<file path="config.mk">
export PLATFORM = sky130hd
export DESIGN_NAME = rr_arbiter4
export DESIGN_NICKNAME = d
export VERILOG_FILES = /design/src/rtl/rr_arbiter4_pkg.sv /design/src/rtl/rr_pick4.sv /design/src/rtl/rr_arbiter4.sv
export SDC_FILE = /design/constraint.sdc
export NUM_CORES = 1
export LEC_CHECK = 0
export CAP_MARGIN = 30
export CORE_AREA = 2 2 40 69
export DETAILED_ROUTE_END_ITERATION = 16
export DIE_AREA = 0 0 42 71
export PLACE_DENSITY = 0.7
export SYNTH_ARGS = -nofsm -noshare
export SYNTH_HDL_FRONTEND = slang
export SYNTH_HIERARCHICAL = 1
export SYNTH_SLANG_ARGS = --single-unit
</file>
<file path="constraint.sdc">
create_clock -name clk -period 3.3 [get_ports clk]
set_input_delay 0.99 -clock clk [delete_from_list [all_inputs] [get_ports clk]]
set_output_delay 0.99 -clock clk [all_outputs]
set_load 0.02 [all_outputs]
</file>
<file path="src/rtl/rr_arbiter4_pkg.sv">
// Shared constants, state encoding and grant payload for the 4-way round-robin arbiter.
package rr_arbiter4_pkg;

    localparam int unsigned N_REQ = 4;
    localparam int unsigned IDX_W = 2;

    // IDLE: no owner, arbitration runs. GRANT: exactly one owner holds the resource.
    typedef enum logic {
        IDLE  = 1'b0,
        GRANT = 1'b1
    } state_e;

    // Registered grant payload driven to the top-level outputs.
    typedef struct packed {
        logic [N_REQ-1:0] gnt;
        logic [IDX_W-1:0] idx;
        logic             valid;
    } grant_t;

    localparam grant_t GRANT_NONE = '{gnt: '0, idx: '0, valid: 1'b0};

endpackage : rr_arbiter4_pkg

</file>
<file path="src/rtl/rr_pick4.sv">
// Rotating-priority pick: first set req bit at or after ptr, searching upward
// with wrap 3->0.
//   req  : request vector
//   ptr  : index with highest priority this round
//   pick : one-hot winner (zero when no request)
//   idx  : binary winner index (zero when no request)
//   any  : at least one request present
module rr_pick4
    import rr_arbiter4_pkg::*;
(
    input  logic [N_REQ-1:0] req,
    input  logic [IDX_W-1:0] ptr,
    output logic [N_REQ-1:0] pick,
    output logic [IDX_W-1:0] idx,
    output logic             any
);

    logic [IDX_W-1:0] cand;

    // Walk the four candidates in priority order; the 2-bit add gives the wrap.
    always_comb begin
        pick = '0;
        idx  = '0;
        any  = 1'b0;
        cand = '0;
        for (int unsigned k = 0; k < N_REQ; k++) begin
            cand = ptr + IDX_W'(k);
            if (!any && req[cand]) begin
                any        = 1'b1;
                idx        = cand;
                pick[cand] = 1'b1;
            end
        end
    end

endmodule : rr_pick4

</file>
<file path="src/rtl/rr_arbiter4.sv">
// Four-requester round-robin arbiter with a registered one-hot grant, a bounded
// hold time per owner and one dead cycle between consecutive grants.
//   clk       : clock, rising edge
//   rst       : synchronous active-high reset
//   req       : request vector, bit i = requester i
//   done      : current owner releases (ignored with no owner)
//   gnt       : registered one-hot grant
//   gnt_idx   : registered binary index of the owner
//   gnt_valid : registered, high while a grant is held
module rr_arbiter4
    import rr_arbiter4_pkg::*;
#(
    parameter int unsigned MAX_HOLD = 8
)
(
    input  logic             clk,
    input  logic             rst,
    input  logic [N_REQ-1:0] req,
    input  logic             done,
    output logic [N_REQ-1:0] gnt,
    output logic [IDX_W-1:0] gnt_idx,
    output logic             gnt_valid
);

    localparam int unsigned HOLD_W = (MAX_HOLD == 0) ? 1 : $clog2(MAX_HOLD + 1);
    localparam logic [HOLD_W-1:0] HOLD_MAX_VAL = {HOLD_W{1'b1}};

    state_e           state_q, state_d;
    logic [IDX_W-1:0] ptr_q, ptr_d;
    logic [HOLD_W-1:0] hold_q, hold_d;
    grant_t           out_q, out_d;

    logic [N_REQ-1:0] pick;
    logic [IDX_W-1:0] pick_idx;
    logic             pick_any;
    logic             hold_expired;
    logic             release_now;

    rr_pick4 u_pick (
        .req  (req),
        .ptr  (ptr_q),
        .pick (pick),
        .idx  (pick_idx),
        .any  (pick_any)
    );

    // The owner index is the registered gnt_idx; a limit of zero never expires.
    assign hold_expired = (MAX_HOLD != 0) && (hold_q == HOLD_W'(MAX_HOLD));
    assign release_now  = done || !req[out_q.idx] || hold_expired;

    // Next-state and next-output logic.
    always_comb begin
        state_d = state_q;
        ptr_d   = ptr_q;
        hold_d  = hold_q;
        out_d   = out_q;
        unique case (state_q)
            IDLE: begin
                out_d  = GRANT_NONE;
                hold_d = '0;
                if (pick_any) begin
                    state_d     = GRANT;
                    out_d.gnt   = pick;
                    out_d.idx   = pick_idx;
                    out_d.valid = 1'b1;
                    hold_d      = HOLD_W'(1);
                end
            end
            GRANT: begin
                if (release_now) begin
                    state_d = IDLE;
                    out_d   = GRANT_NONE;
                    ptr_d   = out_q.idx + IDX_W'(1);
                    hold_d  = '0;
                end else if (hold_q != HOLD_MAX_VAL) begin
                    // Saturate so an unlimited hold never wraps the counter.
                    hold_d = hold_q + HOLD_W'(1);
                end
            end
            default: begin
                state_d = IDLE;
                out_d   = GRANT_NONE;
                hold_d  = '0;
            end
        endcase
    end

    // State, pointer, hold counter and output registers.
    always_ff @(posedge clk) begin
        if (rst) begin
            state_q <= IDLE;
            ptr_q   <= '0;
            hold_q  <= '0;
            out_q   <= GRANT_NONE;
        end else begin
            state_q <= state_d;
            ptr_q   <= ptr_d;
            hold_q  <= hold_d;
            out_q   <= out_d;
        end
    end

    assign gnt       = out_q.gnt;
    assign gnt_idx   = out_q.idx;
    assign gnt_valid = out_q.valid;

endmodule : rr_arbiter4

</file>
* Yosys cells after proc, flatten, opt, wreduce, memory -nomap -nowiden
Index checks and enable logic that the tools add are counted.
Storage, ports and cells: bits in registers 14, input port bits 7, output and inout bits 7, word-level logic and storage cells 82
Operators by class: add/subtract/negate cells 5, magnitude comparators 9, eq/ne operators 4, muxes and demuxes 40, bitwise gates (word level) 4, reduce and logical (&&, ||, !) cells 14
Operators by type and width (number):
- $mux W4 | 6
- $mux W1 | 16
- $lt A2 B3 Y1 const B | 5
- $mux W7 | 2
- $pmux W7 S2 | 1
- $or A4 B4 Y4 | 3
- $bmux W1 S2 | 5
- $demux W1 S2 | 4
- $ge A2 B1 Y1 const B | 4
- $mux W2 | 4
- $pmux W4 S2 | 1
- $logic_and A1 B1 Y1 | 7
- $add A2 B1 Y2 const B | 2
- $add A2 B2 Y2 const B | 2
- $add A4 B1 Y4 const B | 1
- $eq A4 B4 Y1 const B | 1
- $logic_not A1 Y1 | 4
- $ne A4 B4 Y1 const B | 1
- $ne A3 B1 Y1 const B | 1
- $logic_or A1 B1 Y1 | 2
- $ne A2 B1 Y1 const B | 1
- $pmux W1 S2 | 1
- $reduce_and A2 Y1 | 1
- $not A1 Y1 | 1

* Depth between registers and ports, before layout
depth after elaboration 14, mapped depth 10, mapped depth without buffers 8

* Cells and area by module
The synthesis kept the hierarchy.
Modules (own cells, without submodules):
- rr_arbiter4 | instances 1, cells each 76, area each 730.7 um^2, sequential area each 280.3 um^2
- rr_pick4 | instances 1, cells each 45, area each 421.7 um^2, sequential area each 0.0 um^2

* Worst setup path after synthesis
OpenSTA, ideal clock, no wires.
path type input-to-reg, start point input port req[2], end point register out_q, in the netlist gnt_idx[1], library setup time 0.131 ns, data arrival time 2.313 ns, required time 3.169 ns, slack 0.856 ns, stages 7, buffers on the path 1, cells stage by stage mux4_2 > buf_6 > nor4b_4 > nor2_1 > a32o_1 > nand2_1 > o31ai_2
On the way: longest elaborated chain between the ends 14, elaborated cells on any way between the ends 30, classes of those cells eq/ne (1); mux (20); reduce/logical (9)
RTL lines:
- start, declared | line rr_arbiter4.sv:18 | input logic [N_REQ-1:0] req,
- $bmux W1 S2 | line rr_pick4.sv:28 | if (!any && req[cand]) begin
- $mux W1 (not written as such) | line rr_pick4.sv:28
- $mux W1 | line rr_pick4.sv:28
- $logic_not A1 Y1 | line rr_pick4.sv:28
- $logic_and A1 B1 Y1 | line rr_pick4.sv:28
- $mux W1 | line rr_pick4.sv:28
- $logic_not A1 Y1 | line rr_pick4.sv:28
- $logic_and A1 B1 Y1 | line rr_pick4.sv:28
- $mux W1 | line rr_pick4.sv:28
- $logic_not A1 Y1 | line rr_pick4.sv:28
- $logic_and A1 B1 Y1 | line rr_pick4.sv:28
- $mux W2 (*) | line rr_pick4.sv:28
- via pick_idx[1] | line rr_arbiter4.sv:34 | logic [IDX_W-1:0] pick_idx;
- $mux W7 (*) | line rr_arbiter4.sv:61 | if (pick_any) begin
- $pmux W7 S2 (*) | line rr_arbiter4.sv:57 | unique case (state_q)
- end signal, assigned | line rr_arbiter4.sv:99 | out_q <= out_d;
- end, declared | line rr_arbiter4.sv:31 | grant_t out_q, out_d;
Mark *: on every way through the listed nets, which the timed path passes. The rest lies on a longest branch. The select of a mux whose other input is x is not followed. A chain may end at the register's enable or synchronous reset.

* Worst setup path in the final report
start point input port req[3], end point register out_q, in the netlist gnt_idx[1]
The elaborated chain is that of the path after synthesis.

==> insert_results.sql <==
INSERT INTO impl_metrics (metric_group, metric, value, unit) VALUES
('critical_path', 'cp-end-kind', 'flip-flop', ''),
('detailed_routing', 'drt-vias-per-instance', '5.98', ''),
('clocking', 'clock-root-buffer', 'clkbuf_8', ''),
('floorplanning', 'top_level_ports', '14', ''),
('detailed_routing', 'via_count', '957', ''),
('global_route', 'overflow', '0', ''),
('floorplanning', 'die_y', '71', 'um'),
('timing', 'fmax', '344', 'MHz'),
('global_route', 'via_count_of_the_first_global_routing_pass', '956', ''),
('detailed_routing', 'route.detailed.drc', '0', ''),
('power', 'pwr_density_cell', '519', 'nW/um^2'),
('finish', 'layout.filler_cells', '206', ''),
('yosys', 'synth.net_count', '135', ''),
('yosys', 'post_synth_main_area_contributors', 'dfxtp_1 (24%), ha_1 (7.6%), o31ai_2 (7.6%)', ''),
('place', 'io_buffer_count', '13', ''),
('timing', 'finalSetupViolCount', '0', ''),
('flow_run', 'cap_viol_max_count', '0', ''),
('yosys', 'netlist.area_leader.share', '0.243', ''),
('power', 'power.ir.vdd_worst', '0.321', 'mV'),
('clocking', 'cts_inserted_buffers', '3', ''),
('critical_path', 'critical_path.cell_chain', 'clkdlybuf4s50_1, mux4_2, nor4b_4, nor2_1, a32o_1, nand2_1, o31ai_2', ''),
('yosys', 'syn_avg_cell_area', '9.52', 'sq um'),
('timing', 'max-slew-margin-rel', '0.584', ''),
('detailed_routing', 'met2_length', '1.26', 'mm'),
('critical_path', 'crit_fanout', '13', ''),
('power', 'total_power', '0.694', 'mW'),
('finish', 'design.final.nets', '149', ''),
('yosys', 'synth.most_common_cell', 'inv_1', ''),
('critical_path', 'crit_buf_inv', '1', ''),
('clocking', 'htree_levels', '1', ''),
('yosys', 'synth_cell_types', '39', ''),
('yosys', 'synth_flop_cell', 'dfxtp_1', ''),
('hold_path', 'hp-class', 'flip-flop to flip-flop', ''),
('clocking', 'clk_pin_slew_worst_paths', '60', 'ps'),
('finish', 'area_growth_syn_to_layout', '16.0', '%'),
('yosys', 'synthesis.area', '1150', 'sq um'),
('detailed_routing', 'wl_met1', '966', 'um'),
('global_route', 'grt_start_max_net_pins', '14', ''),
('global_route', 'grtUsageTotal', '0.167', ''),
('timing', 'finalClockSkew', '3.95', 'ps'),
('critical_path', 'max_stage_delay', '660', 'ps'),
('detailed_routing', 'topRoutingLayerUsed', 'met4', ''),
('timing', 'final.setup.worst_slack', '390', 'ps'),
('yosys', 'ys.warnings.count', '6', ''),
('timing', 'final_max_slew_viol_count', '0', ''),
('critical_path', 'worst-setup-path-type', 'input pin to flip-flop', ''),
('yosys', 'postSynthCellCount', '121', ''),
('clocking', 'cts_sinks', '14', ''),
('finish', 'regArea', '280', 'sq um'),
('timing', 'fin_crit_sh', '0.882', ''),
('finish', 'drive_gt1_frac', '0.172', ''),
('timing', 'final_period_minus_worst_setup_slack', '2910', 'ps'),
('clocking', 'skew_pair_late_insertion_delay', '240', 'ps'),
('detailed_routing', 'post_drt_wl_per_cell', '14.6', 'um'),
('critical_path', 'setup.worst_path.start_class', 'input pin', ''),
('floorplanning', 'initial_core_utilization', '0.474', ''),
('timing', 'hold_viol', '0', ''),
('detailed_routing', 'detailedRoute.firstPassIterationCount', '4', ''),
('clocking', 'post_cts.resized_instances', '0', ''),
('status', 'outcome', 'completed', ''),
('detailed_routing', 'drt_first_iter_violations', '22', ''),
('clocking', 'max-clock-path-buffers', '2', ''),
('timing', 'holdWs', '476', 'ps'),
('yosys', 'synth_enable_flop_cells', '0', ''),
('clocking', 'post-cts-setup-buffers', '0', ''),
('clocking', 'cts_hold_buf', '0', ''),
('detailed_routing', 'drtAntennaViolNets', '0', ''),
('critical_path', 'critical_path_arrival', '3030', 'ps'),
('floorplanning', 'die_area', '2980', 'sq um'),
('critical_path', 'cpMaxStageDelayCell', 'mux4_2', ''),
('finish', 'ant_cells', '0', '');
logic make-up (layout without fill, tap and decap cells):
family / Yosys count / after routing / share of synthesized area
AOI/OAI and AO/OA: 34 / 34 / 0.250
xor gates and xnor gates: 1 / 1 / 0.00760
adders and majority gates: 7 / 7 / 0.0760
buffers and inverters: 20 / 33 / 0.0847
DFF: 14 / 14 / 0.243
muxes: 11 / 11 / 0.162
and+or+nand+nor: 34 / 34 / 0.177
per-layer routing:
| layer | up-vias | global-route usage |
|---|---|---|
| met2 | 26 | 0.316 |
| met3 | 7 | 0.0153 |
| met5 | - | 0 |
| met1 | 452 | 0.181 |
| li1 | 472 | - |
| met4 | 0 | 0.0753 |
worst paths after layout:
kind | end | cells after the start | startpoint | slack, ps
worst max register to register | gnt[0]$_SDFFE_PP0P_ | 8 | ptr_q[1]$_SDFFE_PP0P_ | 770
worst min register to register | gnt[2]$_SDFFE_PP0P_ | 2 | gnt[2]$_SDFFE_PP0P_ | 480
worst max-delay path | gnt_idx[1]$_SDFFE_PP0P_ | 7 | req[3] | 390
worst min-delay path | gnt[2]$_SDFFE_PP0P_ | 2 | gnt[2]$_SDFFE_PP0P_ | 480
where the power goes:
group / internal (mW) / switching [mW]
Clock: 0.106 / 0.0610
Combinational: 0.140 / 0.169
Sequential: 0.193 / 0.0256
Total: 0.438 / 0.255
sequential cells by signal, summed over array words and instances, names as in the netlist:
name,flops
hold_q,4
gnt_valid,1
state_q,1
ptr_q,2
gnt_idx,2
gnt,4
layout make-up:
type / instances / share of cell area
Timing Repair Buffer: 14 / 0.103
Multi-Input combinational cell: 87 / 0.580
Tap cell: 26 / 0.0243
Sequential cell: 14 / 0.210
Clock buffer: 4 / 0.0412
Inverter: 15 / 0.0421
worst register-to-register path, delay by kind of cell, from the launching register on:
| family | cells | cell delay, ps |
|---|---|---|
| mux | 1 | 390 |
| flops | 1 | 530 |
| simple gates | 4 | 890 |
| compound gates | 1 | 80 |
| fa+ha+maj | 1 | 370 |
| buf+inv | 1 | 170 |
layout by cell type, fill, tap and decap left out, types with 2 or more instances in the layout:
cell	Yosys	routed
clkbuf_8	0	4
o31ai_2	7	7
nand2_1	9	9
a31oi_1	2	2
o21ai_0	8	8
mux4_1	2	2
mux4_2	3	3
ha_1	7	7
nor3_1	3	3
nand3_1	3	3
a22oi_1	8	8
nand2b_1	2	2
mux2i_1	4	4
inv_1	15	15
nor2b_1	3	3
clkdlybuf4s50_1	0	13
dfxtp_1	14	14
nor2_1	6	6
No activity file was read; power rests on OpenSTA's default activity.
